`config.mk`:
```
export PLATFORM = sky130hd
export DESIGN_NAME = mips_divider_flat
export DESIGN_NICKNAME = d
export VERILOG_FILES = /design/src/rtl/mips_divider_if.sv /design/src/rtl/mips_divider.sv /design/src/flat_wrapper.sv
export SDC_FILE = /design/constraint.sdc
export NUM_CORES = 1
export LEC_CHECK = 0
export BUFFER_PORTS_ARGS = -buffer_cell sky130_fd_sc_hd__buf_4
export CAP_MARGIN = 25
export CORE_UTILIZATION = 40
export DETAILED_ROUTE_END_ITERATION = 7
export GPL_ROUTABILITY_DRIVEN = 0
export PLACE_DENSITY = 0.59
export SYNTH_ARGS = -nofsm -noshare
export SYNTH_HDL_FRONTEND = slang
export SYNTH_SLANG_ARGS = --single-unit
export TNS_END_PERCENT = 20
```
`constraint.sdc`:
```
create_clock -name clk -period 3.5 [get_ports clk]
set_input_delay 0 -clock clk [delete_from_list [all_inputs] [get_ports clk]]
set_output_delay 0 -clock clk [all_outputs]
set_load 0.1 [all_outputs]
```
`src/rtl/mips_divider_if.sv`:
```
// rtl/mips_divider_if.sv - start/result handshake bundle for the MIPS DIV/DIVU unit
interface mips_divider_if;
  logic        start;
  logic        is_signed;
  logic [31:0] dividend;
  logic [31:0] divisor;
  logic        busy;
  logic        done;
  logic [31:0] quotient;
  logic [31:0] remainder;
  logic        div_by_zero;

  modport master (
    output start, is_signed, dividend, divisor,
    input  busy, done, quotient, remainder, div_by_zero
  );

  modport slave (
    input  start, is_signed, dividend, divisor,
    output busy, done, quotient, remainder, div_by_zero
  );
endinterface

```
`src/rtl/mips_divider.sv`:
```
// rtl/mips_divider.sv - 32-cycle restoring divider producing LO (quotient) and HI (remainder)
module mips_divider (
  input  logic          clk,
  input  logic          reset,
  mips_divider_if.slave bus
);
  typedef enum logic [1:0] {IDLE, RUN, FIX} state_t;

  state_t      state, state_next;
  logic        load, step, finish;
  logic [4:0]  count;
  logic [32:0] rem_q;
  logic [31:0] quo_q;
  logic [31:0] dvs_mag;
  logic [31:0] dividend_raw;
  logic        neg_quo, neg_rem, dz_q;
  logic        done_q, div_by_zero_q;
  logic [31:0] quotient_q, remainder_q;

  logic [31:0] dividend_mag, divisor_mag;
  logic [33:0] shifted, trial;

  assign dividend_mag = (bus.is_signed && bus.dividend[31]) ? (~bus.dividend + 32'd1) : bus.dividend;
  assign divisor_mag  = (bus.is_signed && bus.divisor[31])  ? (~bus.divisor + 32'd1)  : bus.divisor;

  // Sign bit of the 34-bit trial result is the borrow that selects restore.
  assign shifted = {rem_q, quo_q[31]};
  assign trial   = shifted - {2'b00, dvs_mag};

  always_ff @(posedge clk) begin
    if (reset) state <= IDLE;
    else       state <= state_next;
  end

  always_comb begin
    state_next = state;
    load       = 1'b0;
    step       = 1'b0;
    finish     = 1'b0;
    case (state)
      IDLE: begin
        if (bus.start) begin
          load       = 1'b1;
          state_next = (bus.divisor == 32'd0) ? FIX : RUN;
        end
      end
      RUN: begin
        step = 1'b1;
        if (count == 5'd31) state_next = FIX;
      end
      FIX: begin
        finish     = 1'b1;
        state_next = IDLE;
      end
      default: state_next = IDLE;
    endcase
  end

  always_ff @(posedge clk) begin
    if (reset) begin
      count         <= 5'd0;
      rem_q         <= 33'd0;
      quo_q         <= 32'd0;
      dvs_mag       <= 32'd0;
      dividend_raw  <= 32'd0;
      neg_quo       <= 1'b0;
      neg_rem       <= 1'b0;
      dz_q          <= 1'b0;
      done_q        <= 1'b0;
      div_by_zero_q <= 1'b0;
      quotient_q    <= 32'd0;
      remainder_q   <= 32'd0;
    end else begin
      done_q <= 1'b0;
      if (load) begin
        quo_q         <= dividend_mag;
        dvs_mag       <= divisor_mag;
        dividend_raw  <= bus.dividend;
        neg_quo       <= bus.is_signed & (bus.dividend[31] ^ bus.divisor[31]);
        neg_rem       <= bus.is_signed & bus.dividend[31];
        dz_q          <= (bus.divisor == 32'd0);
        rem_q         <= 33'd0;
        count         <= 5'd0;
        div_by_zero_q <= 1'b0;
      end
      if (step) begin
        count <= count + 5'd1;
        if (!trial[33]) begin
          rem_q <= trial[32:0];
          quo_q <= {quo_q[30:0], 1'b1};
        end else begin
          rem_q <= shifted[32:0];
          quo_q <= {quo_q[30:0], 1'b0};
        end
      end
      if (finish) begin
        done_q        <= 1'b1;
        div_by_zero_q <= dz_q;
        if (dz_q) begin
          quotient_q  <= 32'hFFFF_FFFF;
          remainder_q <= dividend_raw;
        end else begin
          quotient_q  <= neg_quo ? (~quo_q + 32'd1) : quo_q;
          remainder_q <= neg_rem ? (~rem_q[31:0] + 32'd1) : rem_q[31:0];
        end
      end
    end
  end

  assign bus.busy        = (state != IDLE);
  assign bus.done        = done_q;
  assign bus.quotient    = quotient_q;
  assign bus.remainder   = remainder_q;
  assign bus.div_by_zero = div_by_zero_q;
endmodule

```
`src/flat_wrapper.sv`:
```
// flat-port wrapper written by rule: the top's interface ports become plain ports
module mips_divider_flat 
  (clk, reset, bus_start, bus_is_signed, bus_dividend, bus_divisor, bus_busy, bus_done, bus_quotient, bus_remainder, bus_div_by_zero);
  mips_divider_if bus_i ();
  input  logic clk;
  input  logic reset;
  input wire logic [$bits(bus_i.start)-1:0] bus_start;
  input wire logic [$bits(bus_i.is_signed)-1:0] bus_is_signed;
  input wire logic [$bits(bus_i.dividend)-1:0] bus_dividend;
  input wire logic [$bits(bus_i.divisor)-1:0] bus_divisor;
  output wire logic [$bits(bus_i.busy)-1:0] bus_busy;
  output wire logic [$bits(bus_i.done)-1:0] bus_done;
  output wire logic [$bits(bus_i.quotient)-1:0] bus_quotient;
  output wire logic [$bits(bus_i.remainder)-1:0] bus_remainder;
  output wire logic [$bits(bus_i.div_by_zero)-1:0] bus_div_by_zero;
  assign bus_i.start = bus_start;
  assign bus_i.is_signed = bus_is_signed;
  assign bus_i.dividend = bus_dividend;
  assign bus_i.divisor = bus_divisor;
  assign bus_busy = bus_i.busy;
  assign bus_done = bus_i.done;
  assign bus_quotient = bus_i.quotient;
  assign bus_remainder = bus_i.remainder;
  assign bus_div_by_zero = bus_i.div_by_zero;
  mips_divider u_core (.clk(clk), .reset(reset), .bus(bus_i));
endmodule
```
==> out/qor.yml <==
crit_start: "bus_divisor[10]"
finalSetupTns_ns: 0
yosys.area_share.simple_pct: 20.6
critical_path.cell_chain: "dlygate4sd3_1 > buf_4 > or4_4 > or3_1 > or3_4 > or3_4 > nor4_4 > o21ai_0 > dlygate4sd3_1 > a311oi_1"
share_seq_of_total_power_pct: 23.2
antenna_cells: 0
cts.htree.levels: 1
combPwrFrac_pct: 52.9
cp.required_ns: 3.91
finalHoldViolCount: 0
hold_class: "in -> reg"
clock_latency_ns: 0.54
fin_crit_ns: 3.23
row_count: 63
p_int_w: 0.00725
numCtsBuffers: 25
vias: 12000
grt_pass1_vias: 11200
postRouteAntennaNets: 0
whs_ns: 0.0194
switching_share_pct: 41.6
cpPeakStageDelay_ns: 0.58
root_buffer: "clkbuf_16"
yosys_warnings: 0
async_flop_share_pct: 0
peakVddDrop_v: 0.000592
synth_fp_nets: 1703
die_area_um2: 30700
period_share_pct: 92.2
worstHoldPathCells: 3
worstSetupStartpointType: "primary input"
synth_mux_area_share_pct: 2.00
cts_setup_buffers: 0
synth_area_um2: 12000
area_growth_pct: 26.8
cts_sinks: 205
synth_ff_type: "dfxtp_1"
vias_per_cell: 5.49
synth_area_leaders: "dfxtp_1 (34%), nand2_1 (8.8%), a21oi_1 (6.4%), xnor2_1 (5.1%), xor2_1 (5.0%)"
drt_iter0_drc: 891
grt_busiest_layer: "met2"
cts_tree: "built"
slew_headroom_pct: 33.2
pre_cts_ws_ns: 0.228
core_um2: 29600
clk_pin_slew_ns: 0.05
synth-compound-area-share_pct: 24.2
io_pins: 135
clkPwrFrac_pct: 23.9
wl_per_cell_um: 16.9
reg2reg_from: "u_core.quo_q[31]"
synth_top_family_by_area: "compound AO/OA/AOI/OAI gates"
synth-xor-area-share_pct: 10.1
p_per_area_nw_per_um2: 815
wl_um: 36900
fin_util_pct: 51.6
seq_area_frac_synth_pct: 34.1
yosys.area.top_type_share_pct: 34.1
clockBufferDepth: 3
cp_slowest_cell: "dlygate4sd3_1"
drc: 0
dpl_cell_area_um2: 13500
rsz0062_at_grt: "false"
nNetsFinal: 1883
fp.dieH_um: 175
critPathMaxFanout: 5
hpwl_um: 27100
syn-instance-count: 1596
setup_viol: 0
power.net_switching_w: 0.00517
io_buffers: 134
worst_pin_slew_ns: 1.00
p_leak_nw: 5.96
antenna_found_initial: 0
grt_pass1_wl_um: 58400
floorplan.initialDensity_pct: 40.7
synth-edff-count: 0
grt_use_total_pct: 23.5
fin_area_um2: 15200
crit_path_end_kind: "register"
drt_first_pass_iters: 7
r2r_cells: 14
grtUsageMet3_pct: 3.40
grt-ovfl-total: 0
die_w_um: 175
status: "finished, final reports clean"
path_class: "in -> reg"
cp.arrival_ns: 3.64
fin_ws_ns: 0.271
slew_violations: 0
skew_ns: 0.0191
grtUsageMet2_pct: 39.5
use_met1_pct: 31.1
synth_fa_ha_area_share_pct: 4.12
drive_gt1_share_pct: 13.4
maxCapViolCount: 0
grt_start_max_net_pins: 80
yosys.cell_types.count: 64
hp-start: "bus_divisor[13]"
syn_avg_cell_area_um2: 7.53
fmax_mhz: 310
synth-seq-cells: 205
yosysTopAreaCell: "dfxtp_1"
## power by group through the flow
stage	registers (W)	logic (W)	clock network (W)
after floorplan	0.00284	0.00463	0
after global placement	0.00291	0.00637	0
after detailed placement	0.00292	0.00642	0
after CTS	0.00287	0.00651	0.00302
after global routing	0.00291	0.00726	0.00312
final	0.00288	0.00657	0.00297
## critical path: cells and delay by family
family | cells | cell delay, ns
buf+inv | 3 | 1.28
compound gates | 2 | 0.46
simple gates | 5 | 1.90
## worst paths after layout
check                            endpoint  slack, ns
hold / removal         u_core.dvs_mag[13]       0.02
hold reg to reg   u_core.dividend_raw[17]       0.45
setup / recovery       u_core.dvs_mag[28]       0.27
setup reg to reg         u_core.rem_q[30]       0.32
## synthesized netlist by cell type, types with 5 or more instances
| cell | number |
|---|---|
| nand4_1 | 10 |
| ha_1 | 38 |
| o41ai_1 | 13 |
| inv_1 | 52 |
| a31oi_1 | 11 |
| o211ai_1 | 7 |
| o21a_1 | 7 |
| o22ai_1 | 31 |
| nand2_1 | 281 |
| a22oi_1 | 26 |
| a32oi_1 | 8 |
| dfxtp_1 | 205 |
| nand2b_1 | 12 |
| nor3_1 | 27 |
| nor4_1 | 16 |
| clkbuf_1 | 98 |
| nand3b_1 | 5 |
| a21oi_1 | 154 |
| nor2b_1 | 5 |
| o21ai_0 | 117 |
| xor2_1 | 69 |
| a211oi_1 | 30 |
| nand3_1 | 26 |
| nor2_1 | 125 |
| o31ai_1 | 31 |
| a21o_1 | 12 |
| or3_1 | 15 |
| mux2i_1 | 24 |
| or4_1 | 8 |
| and3_1 | 5 |
| xnor2_1 | 70 |
## layout by cell type, fill, tap and decap left out, drive strengths merged, types with 4 or more instances in the layout
cell type,n
or4,9
inv,53
ha,38
a32oi,8
o21a,7
dlygate4sd3,76
and2,6
a311oi,4
o41ai,13
clkinv,6
nand4,10
nand2,281
nand3b,5
a211oi,30
nor2b,5
a21o,12
xnor2,70
a31oi,11
o22ai,31
and3,5
clkbuf,31
or3,17
xor2,69
nor3,28
dfxtp,205
o21bai,4
nand2b,12
a22oi,26
nor2,126
o21ai,121
o211ai,7
bufinv,7
nor4,17
a21oi,154
nand3,26
buf,180
o31ai,31
mux2i,24
## kinds of logic (layout without fill, tap and decap cells)
family,Yosys count,in the layout
buffers and inverters,155,354
flip-flops,205,205
adder cells (fa/ha/maj),39,39
AND/OR/NAND/NOR,556,556
multiplexers,24,24
AO/OA/AOI/OAI,478,478
XOR/XNOR,139,139
## metrics by stage
stage	std cells	total power (W)
3_5_place_dp	2063	0.00934
4_1_cts	2185	0.0124
3_3_place_gp	2062	0.00928
6_report	2185	0.0124
2_1_floorplan	1596	0.00747
5_1_grt	2185	0.0133
## cell type report
type,instances,area [um2]
sequential,205,4110
inverter,52,195
multi-input combinational,1236,7360
clock buffer,31,688
clock inverter,15,256
tap,390,488
fill,2906,14300
timing repair buffer,256,2140
## state kept, by name (all words and copies together) (netlist names)
register and cells:
u_core.bus.quotient 32, u_core.quo_q 32, u_core.neg_rem 1, u_core.count 5, u_core.rem_q 33, u_core.bus.done 1
u_core.bus.div_by_zero 1, u_core.dvs_mag 32, u_core.dz_q 1, u_core.state 2, u_core.dividend_raw 32, u_core.neg_quo 1
u_core.bus.remainder 32
## layer usage
| metal | wire, um | vias up |
|---|---|---|
| met5 | 0 | - |
| li1 | - | 6000 |
| met1 | 16800 | 5607 |
| met4 | 1010 | 0 |
| met2 | 17200 | 324 |
| met3 | 1950 | 64 |
## repair_timing
action	4_1_cts	5_1_grt
hold buffers	76	0
setup endpoints to repair	0	9
hold endpoints to repair	97	0
gates resized for setup	0	4
Note: power is estimated with default switching activity, not from simulation.
